<file path="src/rtl/clock_pkg.sv">
// Shared definitions for the clock/time controller: field widths, wrap limits
// and the mode (FSM state) encoding.
package clock_pkg;

    localparam int SEC_W  = 6;
    localparam int MIN_W  = 6;
    localparam int HOUR_W = 5;
    localparam int MODE_W = 2;

    localparam logic [SEC_W-1:0]  SEC_MAX  = 6'd59;
    localparam logic [MIN_W-1:0]  MIN_MAX  = 6'd59;
    localparam logic [HOUR_W-1:0] HOUR_MAX = 5'd11;

    typedef enum logic [MODE_W-1:0] {
        MODE_RUN      = 2'b00,
        MODE_SET_HOUR = 2'b01,
        MODE_SET_MIN  = 2'b10,
        MODE_SET_SEC  = 2'b11
    } mode_t;

    // Increment a seconds/minutes field, wrapping to zero past its limit.
    function automatic logic [5:0] wrap_inc6(input logic [5:0] value, input logic [5:0] limit);
        return (value == limit) ? 6'd0 : value + 6'd1;
    endfunction

endpackage

</file>
<file path="src/rtl/btn_debounce.sv">
// Raw push-button conditioning: two-flop synchronizer into vga_clk, then a
// level filter that only follows the input after DEB_CYCLES consecutive
// samples disagreeing with the current level. A debounced rising edge gives
// a one-cycle press pulse, coincident with the first cycle of the new level.
module btn_debounce #(
    parameter int DEB_CYCLES = 400_000
) (
    input  logic vga_clk,
    input  logic sys_rstn,
    input  logic btn_raw,
    output logic level,
    output logic press
);

    localparam int CNT_W = (DEB_CYCLES > 1) ? $clog2(DEB_CYCLES) : 1;
    localparam logic [CNT_W-1:0] CNT_LAST = CNT_W'(DEB_CYCLES - 1);

    logic             sync_a;
    logic             sync_b;
    logic [CNT_W-1:0] cnt;

    // Bring the asynchronous button into the vga_clk domain.
    always_ff @(posedge vga_clk or negedge sys_rstn) begin
        if (!sys_rstn) begin
            sync_a <= 1'b0;
            sync_b <= 1'b0;
        end else begin
            sync_a <= btn_raw;
            sync_b <= sync_a;
        end
    end

    // Count consecutive disagreeing samples; accept the new level on the last one.
    always_ff @(posedge vga_clk or negedge sys_rstn) begin
        if (!sys_rstn) begin
            cnt   <= '0;
            level <= 1'b0;
            press <= 1'b0;
        end else begin
            press <= 1'b0;
            if (sync_b == level) begin
                cnt <= '0;
            end else if (cnt == CNT_LAST) begin
                cnt   <= '0;
                level <= sync_b;
                press <= sync_b;
            end else begin
                cnt <= cnt + 1'b1;
            end
        end
    end

endmodule

</file>
<file path="src/rtl/clock_time_ctrl.sv">
// 12-hour clock controller: debounced mode/inc buttons drive a four-state
// RUN/SET FSM, a prescaler produces one-second ticks while running, and the
// displayed time is refreshed from the working registers on frame_start only.
// Optional feature: define CLOCK_CTRL_AUTOREPEAT_EN to auto-repeat the inc
// button every REPEAT_CYCLES while it stays held.
module clock_time_ctrl
    import clock_pkg::*;
#(
    parameter int CLK_FREQ      = 40_000_000,
    parameter int DEB_CYCLES    = 400_000,
    parameter int REPEAT_CYCLES = 10_000_000
) (
    input  logic              vga_clk,
    input  logic              sys_rstn,
    input  logic              btn_mode,
    input  logic              btn_inc,
    input  logic              frame_start,
    output logic [SEC_W-1:0]  sec,
    output logic [MIN_W-1:0]  min,
    output logic [HOUR_W-1:0] hour,
    output logic [MODE_W-1:0] mode,
    output logic              sec_tick
);

    localparam int PRE_W = (CLK_FREQ > 1) ? $clog2(CLK_FREQ) : 1;
    localparam logic [PRE_W-1:0] PRE_LAST = PRE_W'(CLK_FREQ - 1);

    logic              mode_level;
    logic              mode_press;
    logic              inc_level;
    logic              inc_press;
    logic              mode_evt;
    logic              inc_evt;
    mode_t             state;
    mode_t             state_next;
    logic [PRE_W-1:0]  presc;
    logic              tick;
    logic [SEC_W-1:0]  sec_w;
    logic [MIN_W-1:0]  min_w;
    logic [HOUR_W-1:0] hour_w;

    btn_debounce #(.DEB_CYCLES(DEB_CYCLES)) u_deb_mode (
        .vga_clk  (vga_clk),
        .sys_rstn (sys_rstn),
        .btn_raw  (btn_mode),
        .level    (mode_level),
        .press    (mode_press)
    );

    btn_debounce #(.DEB_CYCLES(DEB_CYCLES)) u_deb_inc (
        .vga_clk  (vga_clk),
        .sys_rstn (sys_rstn),
        .btn_raw  (btn_inc),
        .level    (inc_level),
        .press    (inc_press)
    );

    // A press pulse always coincides with a high debounced level.
    assign mode_evt = mode_press && mode_level;

`ifdef CLOCK_CTRL_AUTOREPEAT_EN
    localparam int REP_W = (REPEAT_CYCLES > 1) ? $clog2(REPEAT_CYCLES) : 1;
    localparam logic [REP_W-1:0] REP_LAST = REP_W'(REPEAT_CYCLES - 1);

    logic [REP_W-1:0] rep_cnt;
    logic             rep_hit;

    assign rep_hit = inc_level && !inc_press && (rep_cnt == REP_LAST);

    // Repeat timer: restarts on each (real or repeated) press, release or mode change.
    always_ff @(posedge vga_clk or negedge sys_rstn) begin
        if (!sys_rstn) begin
            rep_cnt <= '0;
        end else if (!inc_level || inc_press || mode_evt || rep_hit) begin
            rep_cnt <= '0;
        end else begin
            rep_cnt <= rep_cnt + 1'b1;
        end
    end

    // Mode press wins over a coincident inc (real or repeated).
    assign inc_evt = (inc_press || rep_hit) && !mode_evt;
`else
    // Mode press wins over a coincident inc press.
    assign inc_evt = inc_press && inc_level && !mode_evt;
`endif

    // FSM state register.
    always_ff @(posedge vga_clk or negedge sys_rstn) begin
        if (!sys_rstn) begin
            state <= MODE_RUN;
        end else begin
            state <= state_next;
        end
    end

    // FSM next state: one step around the ring per mode press.
    always_comb begin
        state_next = state;
        if (mode_evt) begin
            case (state)
                MODE_RUN:      state_next = MODE_SET_HOUR;
                MODE_SET_HOUR: state_next = MODE_SET_MIN;
                MODE_SET_MIN:  state_next = MODE_SET_SEC;
                default:       state_next = MODE_RUN;
            endcase
        end
    end

    // FSM outputs: visible mode and the one-second tick.
    always_comb begin
        mode     = state;
        tick     = (state == MODE_RUN) && (presc == PRE_LAST);
        sec_tick = tick;
    end

    // Prescaler runs only in RUN, so re-entering RUN restarts a full second.
    always_ff @(posedge vga_clk or negedge sys_rstn) begin
        if (!sys_rstn) begin
            presc <= '0;
        end else if ((state != MODE_RUN) || tick) begin
            presc <= '0;
        end else begin
            presc <= presc + 1'b1;
        end
    end

    // Working time: carry chain on tick, per-field edits in the set states.
    always_ff @(posedge vga_clk or negedge sys_rstn) begin
        if (!sys_rstn) begin
            sec_w  <= '0;
            min_w  <= '0;
            hour_w <= '0;
        end else if (tick) begin
            sec_w <= wrap_inc6(sec_w, SEC_MAX);
            if (sec_w == SEC_MAX) begin
                min_w <= wrap_inc6(min_w, MIN_MAX);
                if (min_w == MIN_MAX) begin
                    hour_w <= (hour_w == HOUR_MAX) ? '0 : hour_w + 1'b1;
                end
            end
        end else if (inc_evt) begin
            case (state)
                MODE_SET_HOUR: hour_w <= (hour_w == HOUR_MAX) ? '0 : hour_w + 1'b1;
                MODE_SET_MIN:  min_w  <= wrap_inc6(min_w, MIN_MAX);
                MODE_SET_SEC:  sec_w  <= '0;
                default:       ;
            endcase
        end
    end

    // Display copy once per frame so the picture never tears mid-update.
    always_ff @(posedge vga_clk or negedge sys_rstn) begin
        if (!sys_rstn) begin
            sec  <= '0;
            min  <= '0;
            hour <= '0;
        end else if (frame_start) begin
            sec  <= sec_w;
            min  <= min_w;
            hour <= hour_w;
        end
    end

endmodule

</file>
<file path="config.mk">
export PLATFORM = sky130hd
export DESIGN_NAME = clock_time_ctrl
export DESIGN_NICKNAME = d
export VERILOG_FILES = /design/src/rtl/clock_pkg.sv /design/src/rtl/btn_debounce.sv /design/src/rtl/clock_time_ctrl.sv
export SDC_FILE = /design/constraint.sdc
export NUM_CORES = 1
export LEC_CHECK = 0
export CAP_MARGIN = 40
export CORE_ASPECT_RATIO = 1.2
export CORE_MARGIN = 1.5
export CORE_UTILIZATION = 55
export CTS_CLUSTER_SIZE = 20
export DETAILED_ROUTE_END_ITERATION = 6
export GPL_TIMING_DRIVEN = 0
export PLACE_DENSITY = 0.74
export SETUP_SLACK_MARGIN = 0.5
export SLEW_MARGIN = 30
export SYNTH_ARGS = -nofsm -noshare
export SYNTH_HDL_FRONTEND = slang
export SYNTH_SLANG_ARGS = --single-unit
export TNS_END_PERCENT = 100
</file>
<file path="constraint.sdc">
create_clock -name vga_clk -period 3.8 [get_ports vga_clk]
set_input_delay 0.76 -clock vga_clk [delete_from_list [all_inputs] [get_ports vga_clk]]
set_output_delay 0.76 -clock vga_clk [all_outputs]
set_load 0.02 [all_outputs]
</file>
==> flow_metrics.py <==
metrics = {
    "outcome": {
        "status": "completed",
    },
    "layout": {
        "n_fill_cell": 736,
        "final_core_util_pct": 63.6,
        "postLayoutCellArea_mm2": 0.00574,
        "regArea_mm2": 0.00270,
        "multiInputGateArea_mm2": 0.00233,
        "drive_gt1_share_pct": 9.98,
        "nets": 532,
        "area_growth_syn_to_layout_pct": 12.3,
        "num_antenna_cells": 0,
    },
    "floorplan": {
        "rows": 38,
        "die_h_um": 109,
        "core-area_mm2": 0.00903,
        "floorplan.initialDensity_pct": 56.6,
        "io_pins": 25,
        "die-area_mm2": 0.00989,
        "die_x_um": 91.0,
    },
    "global_route": {
        "grt_max_degree": 63,
        "grt-ovfl-total": 0,
        "grt_first_pass_wirelength_um": 16400,
        "use_met1_pct": 24.3,
        "grt_pass1_vias": 3707,
        "antenna_found_initial": 0,
        "met2_usage_pct": 36.5,
        "top_usage_layer": "met2",
        "track_usage_pct": 20.5,
        "met3_usage_pct": 2.72,
    },
    "synth": {
        "ys_ff_latch": 108,
        "netlist_instances": 480,
        "synth_top_area_share_pct": 52.8,
        "synth_nets": 495,
        "synth_common_cells": "dfrtp_1 (108), nor2_1 (73), xor2_1 (43)",
        "yosysTopAreaCell": "dfrtp_1",
        "synth_flop_cell": "dfrtp_1",
        "ys_types": 48,
        "async_flop_share_pct": 100,
        "synth_most_common_cell": "dfrtp_1",
        "syn_area_mm2": 0.00511,
        "synth-edff-count": 0,
        "synth_area_leaders": "dfrtp_1 (53%), xor2_1 (7.4%), nor2_1 (5.4%), mux2_2 (5.3%), nand3_1 (3.4%)",
        "synth_seq_area_share_pct": 52.8,
        "yosysWarnings": 0,
        "avgSynthCellArea_um2": 10.7,
    },
    "place": {
        "gp_congestion": 0.856,
        "placed_cell_area_mm2": 0.00552,
        "hpwl_um": 6460,
        "portBuffers": 23,
    },
    "clock_tree": {
        "h-tree-depth": 3,
        "cts_tree": "done",
        "root_buffer": "clkbuf_8",
        "clkSinkCount": 108,
        "cts_max_path_buffers": 2,
        "clk_latency_ns": 0.37,
        "numCtsBuffers": 9,
        "clk_pin_slew_ns": 0.10,
    },
    "drt": {
        "drtIter0Drc": 213,
        "vias": 3611,
        "drc": 0,
        "first_pass_iters": 4,
        "drt-total-wl_um": 9350,
        "routedWlPerCell_um": 14.6,
        "avgViaCountPerCell": 5.63,
        "postRouteAntennaNets": 0,
    },
    "power_and_ir_drop": {
        "p_leak_nw": 2.67,
        "irDropWorstVdd_mv": 0.177,
        "p_per_area_mw_per_mm2": 336,
        "power.total_mw": 1.93,
    },
    "timing": {
        "slew_violations": 0,
        "setup_viol": 0,
        "finalClockSkew_ns": 0.0149,
        "hold_violations": 0,
        "fmax_mhz": 325,
        "rsz0062_at_grt": "false",
        "fin_crit_sh_pct": 80.9,
        "maxSlewHeadroom_pct": 57.0,
        "fin_crit_ns": 3.08,
        "tightestPinTransition_ns": 0.645,
    },
    "worst_setup_path": {
        "r2r_slack_ns": 1.34,
        "critPathKind": "register to output port",
        "path_max_fanout": 10,
        "required_ns": 3.04,
        "worstSetupStartpointType": "register",
        "r2r_cells": 7,
        "arrival_ns": 2.32,
        "r2r-end": "presc[21]",
        "timing.rr.start": "presc[0]",
        "end_kind": "output port",
    },
    "run": {
        "drv_cap": 0,
    },
    "worst_hold_path": {
        "hp-class": "primary input to asynchronous set/reset pin",
    },
}
==> flip-flops by register name (all words and copies together), names as in the netlist <==
signal	count
hour	5
hour_w	5
min	6
min_w	6
mode	2
presc	26
sec	6
sec_w	6
u_deb_inc.cnt	19
u_deb_inc.level	1
u_deb_inc.press	1
u_deb_inc.sync_a	1
u_deb_inc.sync_b	1
u_deb_mode.cnt	19
u_deb_mode.level	1
u_deb_mode.press	1
u_deb_mode.sync_a	1
u_deb_mode.sync_b	1
==> cells in the final DEF, fill, tap and decap left out, drive strengths merged, types with 6 or more instances in the layout <==
cell type and count:
nand4 20, inv 8, buf 6, clkbuf 24, xnor2 18, nand2 31, nor2 73, mux2 26
and3 22, ha 10, a21oi 7, xor2 43, nand3 35, dfrtp 108, nor4 6, and4 9
clkdlybuf4s50 21, nor3 8
==> per-stage QoR <==
step / worst slack, ns / hold slack, ns / TNS, ns / cells
floorplan: 1.40 / 0.331 / 0 / 480
global placement: -1.97 / 0.334 / -212.31 / 623
detailed placement: 0.554 / 0.335 / 0 / 624
CTS: 0.713 / 0.311 / 0 / 640
global route: 0.582 / 0.333 / 0 / 641
finish: 0.724 / 0.291 / 0 / 641
==> how the worst max path moves through the flow <==
stage,end,depth (start not counted),slack [ns],from
global placement,u_deb_inc.cnt[17],1,-1.97,sys_rstn
floorplan,sec_tick,6,1.40,mode[0]
detailed placement,sec_tick,6,0.55,presc[0]
global route,sec_tick,6,0.58,presc[18]
CTS,sec_tick,6,0.71,presc[18]
finish,sec_tick,6,0.72,presc[18]
==> cell type report <==
type | count | share of cell area, %
repair buffers | 26 | 4.71
multi-input cells | 350 | 40.5
well taps | 120 | 2.61
inverters | 8 | 0.523
clock buffers | 12 | 2.70
flip-flops and latches | 108 | 47.1
clock inverters | 3 | 0.806
plain buffers | 14 | 1.09
==> cell families after synthesis <==
group,share of synthesized area (%)
multiplexers,5.87
flip-flops,52.8
XOR/XNOR,10.4
adder cells (fa/ha/maj),2.45
AO/OA/AOI/OAI,4.62
buffers and inverters,1.81
AND/OR/NAND/NOR,22.0
==> routing by layer <==
metal / vias to the layer above / routed length (um)
met1: 1771 / 4160
met4: 0 / 288
li1: 1751 / -
met2: 66 / 4680
met3: 23 / 224
met5: - / 0
==> timing repair <==
action / in CTS / in global routing
buffers inserted: 1 / 0
resized for setup: 3 / 0
endpoints found under the setup margin: 1 / 0
hold buffers: 0 / 0
==> critical path: stages, from the launching register on <==
cell	delay [ns]
dfrtp_1	0.45
nor4b_2	0.34
and4_1	0.23
buf_2	0.21
nand2_1	0.19
inv_2	0.19
dlygate4sd2_1	0.35
==> power by group <==
group	switching, mW	internal [mW]	total [mW]
clock	0.373	0.339	0.712
sequential	0.00783	1.16	1.16
combinational	0.0358	0.0153	0.0511
Note: power is estimated with default switching activity, not from simulation.
